<file path="config.mk">
export PLATFORM = sky130hd
export DESIGN_NAME = shift_sequencer_flat
export DESIGN_NICKNAME = d
export VERILOG_FILES = /design/src/rtl/shift_sequencer_if.sv /design/src/rtl/shift_sequencer.sv /design/src/flat_wrapper.sv
export SDC_FILE = /design/constraint.sdc
export NUM_CORES = 1
export LEC_CHECK = 0
export CAP_MARGIN = 20
export CORE_MARGIN = 2
export CORE_UTILIZATION = 30
export CTS_BUF_LIST = sky130_fd_sc_hd__clkbuf_4 sky130_fd_sc_hd__clkbuf_8 sky130_fd_sc_hd__clkbuf_16
export DETAILED_ROUTE_END_ITERATION = 10
export GPL_ROUTABILITY_DRIVEN = 0
export PLACE_DENSITY = 0.57
export SETUP_SLACK_MARGIN = 0.05
export SYNTH_ARGS = -nofsm -noshare
export SYNTH_HDL_FRONTEND = slang
export SYNTH_SLANG_ARGS = --single-unit
</file>
<file path="constraint.sdc">
create_clock -name clk -period 1.25 [get_ports clk]
set_input_delay 0.25 -clock clk [delete_from_list [all_inputs] [get_ports clk]]
set_output_delay 0.25 -clock clk [all_outputs]
set_load 0.02 [all_outputs]
</file>
<file path="src/rtl/shift_sequencer_if.sv">
// shift_sequencer_if: request/result bundle between decode control and the shift sequencer
interface shift_sequencer_if #(
  parameter int nBit  = 16,
  parameter int AMT_W = 4
);
  logic             start;
  logic             sh_cond;
  logic [nBit-1:0]  operand;
  logic [AMT_W-1:0] amount;
  logic             ready;
  logic             busy;
  logic             done;
  logic [nBit-1:0]  result;
  modport master (output start, sh_cond, operand, amount, input ready, busy, done, result);
  modport slave  (input start, sh_cond, operand, amount, output ready, busy, done, result);
endinterface

</file>
<file path="src/rtl/shift_sequencer.sv">
// shift_sequencer: multi-cycle SLL/SRA controller stepping a one-bit shift stage per clock
module shift_sequencer #(
  parameter int nBit  = 16,
  parameter int AMT_W = 4
) (
  input logic              clk,
  input logic              rst_n,
  shift_sequencer_if.slave bus
);
  typedef enum logic [1:0] {IDLE, SHIFT, DONE} state_t;
  state_t           state, state_nx;
  logic [nBit-1:0]  work, work_nx;
  logic [AMT_W-1:0] cnt, cnt_nx;
  logic             cond, cond_nx;
  logic             accept;
  // state, working register, step count and latched direction
  always_ff @(posedge clk) begin
    if (!rst_n) begin
      state <= IDLE;
      work  <= '0;
      cnt   <= '0;
      cond  <= 1'b0;
    end else begin
      state <= state_nx;
      work  <= work_nx;
      cnt   <= cnt_nx;
      cond  <= cond_nx;
    end
  end
  // accept a new request when not shifting, otherwise step the one-bit stage and count down
  always_comb begin
    accept   = bus.start && state != SHIFT;
    work_nx  = work;
    cnt_nx   = cnt;
    cond_nx  = cond;
    state_nx = IDLE;
    if (accept) begin
      work_nx  = bus.operand;
      cnt_nx   = bus.amount;
      cond_nx  = bus.sh_cond;
      state_nx = bus.amount != '0 ? SHIFT : DONE;
    end else if (state == SHIFT) begin
      work_nx  = cond ? {work[nBit-1], work[nBit-1:1]} : {work[nBit-2:0], 1'b0};
      cnt_nx   = cnt - 1'b1;
      state_nx = cnt == AMT_W'(1) ? DONE : SHIFT;
    end
  end
  assign bus.ready  = state != SHIFT;
  assign bus.busy   = state == SHIFT;
  assign bus.done   = state == DONE;
  assign bus.result = work;
endmodule

</file>
<file path="src/flat_wrapper.sv">
// flat-port wrapper written by rule: the top's interface ports become plain ports
module shift_sequencer_flat 
#(
  parameter int nBit  = 16,
  parameter int AMT_W = 4
)
  (clk, rst_n, bus_start, bus_sh_cond, bus_operand, bus_amount, bus_ready, bus_busy, bus_done, bus_result);
  shift_sequencer_if #(.nBit(nBit), .AMT_W(AMT_W)) bus_i ();
  input logic clk;
  input logic rst_n;
  input wire logic [$bits(bus_i.start)-1:0] bus_start;
  input wire logic [$bits(bus_i.sh_cond)-1:0] bus_sh_cond;
  input wire logic [$bits(bus_i.operand)-1:0] bus_operand;
  input wire logic [$bits(bus_i.amount)-1:0] bus_amount;
  output wire logic [$bits(bus_i.ready)-1:0] bus_ready;
  output wire logic [$bits(bus_i.busy)-1:0] bus_busy;
  output wire logic [$bits(bus_i.done)-1:0] bus_done;
  output wire logic [$bits(bus_i.result)-1:0] bus_result;
  assign bus_i.start = bus_start;
  assign bus_i.sh_cond = bus_sh_cond;
  assign bus_i.operand = bus_operand;
  assign bus_i.amount = bus_amount;
  assign bus_ready = bus_i.ready;
  assign bus_busy = bus_i.busy;
  assign bus_done = bus_i.done;
  assign bus_result = bus_i.result;
  shift_sequencer #(.nBit(nBit), .AMT_W(AMT_W)) u_core (.clk(clk), .rst_n(rst_n), .bus(bus_i));
endmodule
</file>
==> results of run 1 <==
logic make-up after synthesis:
| group | count (synthesis) |
|---|---|
| simple gates | 50 |
| compound gates | 32 |
| flops | 23 |
| mux | 22 |
| buf+inv | 18 |
| fa+ha+maj | 2 |
final cells by class:
class / count / area share
Multi-Input combinational cell: 106 / 0.3709
Timing Repair Buffer: 78 / 0.3372
Sequential cell: 23 / 0.2271
Tap cell: 50 / 0.03060
Clock buffer: 4 / 0.02387
Inverter: 5 / 0.01040
sequential cells by signal, summed over array words and instances, names as in the netlist:
register,cells
u_core.cnt,4
u_core.state,2
u_core.cond,1
u_core.bus.result,16
power by group through the flow:
stage          Combinational, mW  Clock (mW)  Sequential [mW]
5_1_grt                    0.905       0.553            0.873
3_5_place_dp               0.815           0            0.873
3_3_place_gp               0.808           0            0.871
2_1_floorplan              0.332           0            0.959
4_1_cts                    0.812       0.499            0.860
6_report                   0.833       0.493            0.862
metrics by stage:
stage	utilization	setup TNS, ns	hold WS [ns]
3_5_place_dp	0.4795	-5.045	0.5309
5_1_grt	0.5003	-0.08404	0.5724
6_report	0.5003	0	0.5470
4_1_cts	0.5015	-0.01603	0.5473
3_3_place_gp	0.4795	-4.835	0.5239
2_1_floorplan	-	0	0.3977
metal layers:
metal / wire length (um) / GRT usage
met2: 1817 / 0.2585
met1: 1768 / 0.2095
met5: 0 / 0
met4: 44 / 0.05556
met3: 135 / 0.02616
what timing repair did:
item | 4_1_cts | 5_1_grt
pin swaps | 0 | 4
buffers inserted | 1 | 3
endpoints found under the setup margin | 37 | 28
gates cloned | 1 | 0
resized for setup | 46 | 33
cell usage in the layout (no fill, tap or decap), types with 2 or more instances in the layout:
| master | synthesis | final |
|---|---|---|
| nor3_1 | 2 | 2 |
| buf_6 | 2 | 3 |
| a211oi_1 | 18 | 18 |
| dfxtp_1 | 23 | 20 |
| buf_4 | 5 | 30 |
| dlygate4sd2_1 | 0 | 2 |
| clkdlybuf4s50_1 | 0 | 22 |
| nand2_1 | 16 | 16 |
| o21ai_1 | 2 | 2 |
| and3_1 | 9 | 8 |
| nor2b_1 | 11 | 10 |
| clkbuf_8 | 0 | 3 |
| inv_1 | 5 | 4 |
| nor2_1 | 3 | 3 |
| clkbuf_2 | 0 | 15 |
| o21a_1 | 2 | 2 |
| nand3_1 | 5 | 5 |
| dfxtp_2 | 0 | 3 |
| buf_12 | 0 | 4 |
| a21oi_1 | 5 | 4 |
| mux2i_1 | 22 | 22 |
worst min-delay path: cells and delay by family, from the launching register on:
kind	cells	cell delay, ns
AO/OA/AOI/OAI	1	0.06
buffers and inverters	1	0.12
flip-flops	1	0.33
final timing paths:
path	from	endpoint	slack, ns	cells past startpoint
max	u_core.state[1]$_SDFF_PN0_	bus_ready	0.004	3
min	u_core.cnt[0]$_SDFFE_PN0P_	u_core.cnt[0]$_SDFFE_PN0P_	0.55	2
max reg2reg	u_core.cnt[0]$_SDFFE_PN0P_	u_core.cnt[3]$_SDFFE_PN0P_	0.04	3
min reg2reg	u_core.cnt[0]$_SDFFE_PN0P_	u_core.cnt[0]$_SDFFE_PN0P_	0.55	2
==> out/metrics.cfg, run 1 <==
[run_status]
status = finished clean

[synth]
synthArstFlopShare = 0
synth_compound_area_frac = 0.1733
syn-cell-area_um2 = 1292
ys_top_cells_by_count = 23 x dfxtp_1, 22 x mux2i_1, 18 x a211oi_1
synth.largest_area_cell = dfxtp_1
synthCells = 147
synth_xor_area_frac = 0
yosysMostFrequentCell = dfxtp_1
synth.distinct_cells = 26
synthAdderAreaFrac = 0.01936
seq_area_frac_synth = 0.3562
syn_area_per_cell_um2 = 8.792
ys_top_cells_by_area = dfxtp_1 36%, mux2i_1 17%, a211oi_1 10%, nor2b_1 5.3%, nand2_1 4.6%
yosys.area.top_type_share = 0.3562
ys_warn_count = 0
ys_seq_elements = 23
synth_top_family_by_area = simple AND/OR/NAND/NOR gates
synth_nets = 173
synth-simple-area-share = 0.1985
synth_mux_area_frac = 0.1704
synth_edf_count = 0
synthFlopType = dfxtp_1

[cts]
cts.sinks = 23
cts_buffers = 3
cts_root_buffer = clkbuf_8
htree_levels = 1
clk_pin_slew_ns = 0.08
cts_max_path_buffers = 2
ctsHoldBuffers = 0
clkLatencyLatePin_ns = 0.26
cts_tree = built

[power_and_ir_drop]
p_leak_nw = 0.9378
p_int_mw = 1.499
pwr-share-comb = 0.381
switchingPower_uw = 689.8
clockPowerShare = 0.225
p_total_mw = 2.188
ir_drop_v = 0.0005297
cellPowerDensity_nw_per_um2 = 1070
switching_share = 0.3152
p_seq_frac = 0.394

[sta]
post-route-period-util = 0.9969
rsz0062_at_grt = yes
fin_ws_ns = 0.003898
slew_viol_final = 0
fmax_ghz = 0.8025
min_period_ns = 1.246
hold_viol = 0
relSlewSlack = 0.8112
worstMarginPinSlew_ns = 0.2809
finalSetupViolations = 0
finClkSkew_ns = 0.002328

[floorplanning]
row_count = 23
die_w_um = 69.64
dieHeight_um = 69.64
ios = 43
core_area_um2 = 4086
die_area_um2 = 4849
start_util = 0.3163

[finish]
seq_area_um2 = 464.2
nFillCells = 409
layout-drive-gt1-share = 0.3241
multiInputGateArea_um2 = 758.2
fin_area_um2 = 2044
fin_cells = 266
insertedDiodeCount = 0
syn_to_final_growth_pct = 58.18
nNetsFinal = 243

[grt]
antenna_found_initial = 0
grt_max_degree = 26
grt_use_total = 0.1579
globalRouteOverflowTotal = 0
grt_pass1_vias = 1337
grt_pass1_wl_um = 6272

[critical_path]
slowest_delay_ns = 0.32
crit_path_top_delay_cell = dfxtp_2
crit_type = reg2out
cp.required_ns = 1.00
crit_fanout = 4
arrival_ns = 1.00
crit_chain = nand2b_4 -> buf_6 -> buf_6
end_kind = output port
crit_buf_inv = 2
start_kind = register
path_common_cell = buf_6
crit_family = flip-flops

[place]
place_area_um2 = 1959
hpwl_um = 2636
pre_cts_slack_ns = -0.2535
io_buffer_count = 42
place_inst = 257

[detailed_routing]
first_pass_iters = 4
wl_um = 3765
drtIter0Drc = 32
via_count = 1298
ant_nets = 0
via_per_inst = 4.880
wl_per_cell_um = 14.15
drc = 0

[hold_path]
hold_class = reg2reg

[run]
drv_cap = 0

Note: power is estimated with default switching activity, not from simulation.
==> run 2, diff against run 1 <==
- SLEW_MARGIN: unset -> 0
==> results of run 2 <==
Same layout as run 1: the final DEF is identical, and so are final timing and power.
==> run 3, diff against run 2 <==
- SKIP_LAST_GASP: unset -> 1
==> run 3 against run 2 <==
Compared with the run above: worst hold slack got worse by 0.0015 ns; first-iteration DRC count fell by 6.3%; fmax decreased by 0.18%; wire length shrank 1.1%; clock skew shrank 0.0014 ns; via count is 0.77% higher; worst setup slack worse by 0.0023 ns; sequential share of layout area is 0.084 points higher; global-route usage about the same; non-clock buffer count unchanged; utilization decreased by 0.18 points; critical path type unchanged; largest power group unchanged.
==> out/metrics.cfg, run 3 (synthesis gave the netlist of run 1 again) <==
[sta]
hold_viol = 0  ; unchanged
rsz0062_at_grt = yes  ; unchanged
finClkSkew_ns = 0.0009240  ; was 0.002328 ns
min_period_ns = 1.248  ; was 1.246 ns
relSlewSlack = 0.8148  ; was 0.8112
worstMarginPinSlew_ns = 0.2755  ; was 0.2809 ns
slew_viol_final = 0  ; unchanged
fmax_ghz = 0.8010  ; was 0.8025 GHz
whs_ns = 0.5455  ; was 0.5470 ns
finalSetupViolations = 0  ; unchanged
post-route-period-util = 0.9987  ; was 0.9969

[power_and_ir_drop]
clockPowerShare = 0.227  ; was 0.225
ir_drop_v = 0.0005295  ; was 0.0005297 V
pwr-share-comb = 0.378  ; was 0.381
p_total_mw = 2.185  ; was 2.188 mW
cellPowerDensity_nw_per_um2 = 1073  ; was 1070 nW/um2
p_leak_nw = 0.9366  ; was 0.9378 nW
switchingPower_uw = 689.2  ; was 689.8 uW
p_seq_frac = 0.395  ; was 0.394
p_int_mw = 1.496  ; was 1.499 mW
switching_share = 0.3154  ; was 0.3152

[critical_path]
start_kind = register  ; unchanged
cp.required_ns = 1.00  ; about the same
crit_fanout = 4  ; unchanged
end_kind = output port  ; unchanged
reg2reg_slack_ns = 0.04  ; about the same
crit_type = reg2out  ; unchanged
arrival_ns = 1.00  ; about the same

[cts]
clk_pin_slew_ns = 0.08  ; about the same
cts_tree = built  ; unchanged
htree_levels = 1  ; unchanged
cts_root_buffer = clkbuf_8  ; unchanged
ctsHoldBuffers = 0  ; unchanged
clkLatencyLatePin_ns = 0.26  ; about the same
cts.sinks = 23  ; unchanged
cts_max_path_buffers = 2  ; unchanged
cts_buffers = 3  ; unchanged

[place]
place_area_um2 = 1959  ; unchanged
io_buffer_count = 42  ; unchanged
place_inst = 257  ; unchanged
hpwl_um = 2636  ; unchanged

[grt]
grt_pass1_vias = 1337  ; unchanged
grt_use_total = 0.1582  ; was 0.1579
grt_pass1_wl_um = 6292  ; was 6272 um
globalRouteOverflowTotal = 0  ; unchanged
grt_max_degree = 26  ; unchanged
antenna_found_initial = 0  ; unchanged

[floorplanning]
die_w_um = 69.64  ; unchanged
dieHeight_um = 69.64  ; unchanged
die_area_um2 = 4849  ; unchanged
start_util = 0.3163  ; unchanged
core_area_um2 = 4086  ; unchanged
ios = 43  ; unchanged
row_count = 23  ; unchanged

[finish]
nNetsFinal = 243  ; unchanged
final_common_cell = buf_4  ; unchanged
insertedDiodeCount = 0  ; unchanged
largest_register_ffs = 16  ; unchanged
multiInputGateArea_um2 = 754.5  ; was 758.2 um2
fin_area_um2 = 2037  ; was 2044 um2
nFillCells = 411  ; was 409
fin_cells = 266  ; unchanged
syn_to_final_growth_pct = 57.60  ; was 58.18%
final_cell_mix = 31 x buf_4, 22 x mux2i_1, 22 x clkdlybuf4s50_1, 20 x dfxtp_1, 18 x a211oi_1  ; was 30 x buf_4, 22 x mux2i_1, 22 x clkdlybuf4s50_1, 20 x dfxtp_1, 18 x a211oi_1
layout-drive-gt1-share = 0.3194  ; was 0.3241
seq_area_um2 = 464.2  ; unchanged

[run_status]
status = finished clean  ; unchanged

[detailed_routing]
first_pass_iters = 5  ; was 4
wl_per_cell_um = 14.00  ; was 14.15 um
via_count = 1308  ; was 1298
drtIter0Drc = 30  ; was 32
via_per_inst = 4.917  ; was 4.880
ant_nets = 0  ; unchanged
wl_um = 3723  ; was 3765 um
drc = 0  ; unchanged

[hold_path]
hold_class = reg2reg  ; unchanged

[run]
drv_cap = 0  ; unchanged

run 3: cell types whose count changed in the layout (fill, tap and decap cells not counted):
cell	delta
a21oi_1	+1
buf_6	-1
a21oi_2	-1
buf_4	+1
run 3: repair_timing:
| item | in CTS | in global routing |
|---|---|---|
| gates resized for setup | 41 | 36 |
| gates cloned | 1 | 0 |
| setup buffers | 1 | 3 |
| pin swaps | 0 | 4 |
| endpoints found under the setup margin | 37 | 33 |
run 3: worst max-delay path, stage by stage, from the launching register on:
cell,delay (ns)
dfxtp_2,0.33
nand2b_4,0.17
buf_6,0.12
buf_6,0.12
run 3: power groups by stage:
stage / clock network, mW / logic, mW / registers [mW]
2_1_floorplan: 0 / 0.332 / 0.959
3_3_place_gp: 0 / 0.808 / 0.871
3_5_place_dp: 0 / 0.815 / 0.873
4_1_cts: 0.499 / 0.804 / 0.860
5_1_grt: 0.553 / 0.897 / 0.873
6_report: 0.497 / 0.826 / 0.862
run 3: stage by stage:
step	worst slack, ns	util	TNS, ns
after floorplan	0.05348	-	0
after global placement	-0.2407	0.4795	-4.835
after detailed placement	-0.2535	0.4795	-5.045
after CTS	-0.1448	0.5000	-0.1953
after global routing	-0.03837	0.4985	-0.1139
final	0.001611	0.4985	0
run 3: final timing paths:
path,cells past startpoint,end,startpoint
hold / removal,2,u_core.cnt[0]$_SDFFE_PN0P_,u_core.cnt[0]$_SDFFE_PN0P_
hold reg to reg,2,u_core.cnt[0]$_SDFFE_PN0P_,u_core.cnt[0]$_SDFFE_PN0P_
setup / recovery,3,bus_ready,u_core.state[1]$_SDFF_PN0_
setup reg to reg,3,u_core.cnt[3]$_SDFFE_PN0P_,u_core.cnt[0]$_SDFFE_PN0P_
run 3: area by class of cell:
cell class,instances,share of cell area
inverter,5,0.01044
multi-input combinational,106,0.3704
tap,50,0.03071
timing repair buffer,78,0.3366
clock buffer,4,0.02396
sequential,23,0.2279
run 3: per-layer routing:
metal | vias up | global-route usage | share of wire
met4 | 0 | 0.05556 | 0.012
met1 | 607 | 0.2095 | 0.48
met2 | 35 | 0.2596 | 0.47
li1 | 662 | - | -
met5 | - | 0 | 0
met3 | 4 | 0.02616 | 0.038
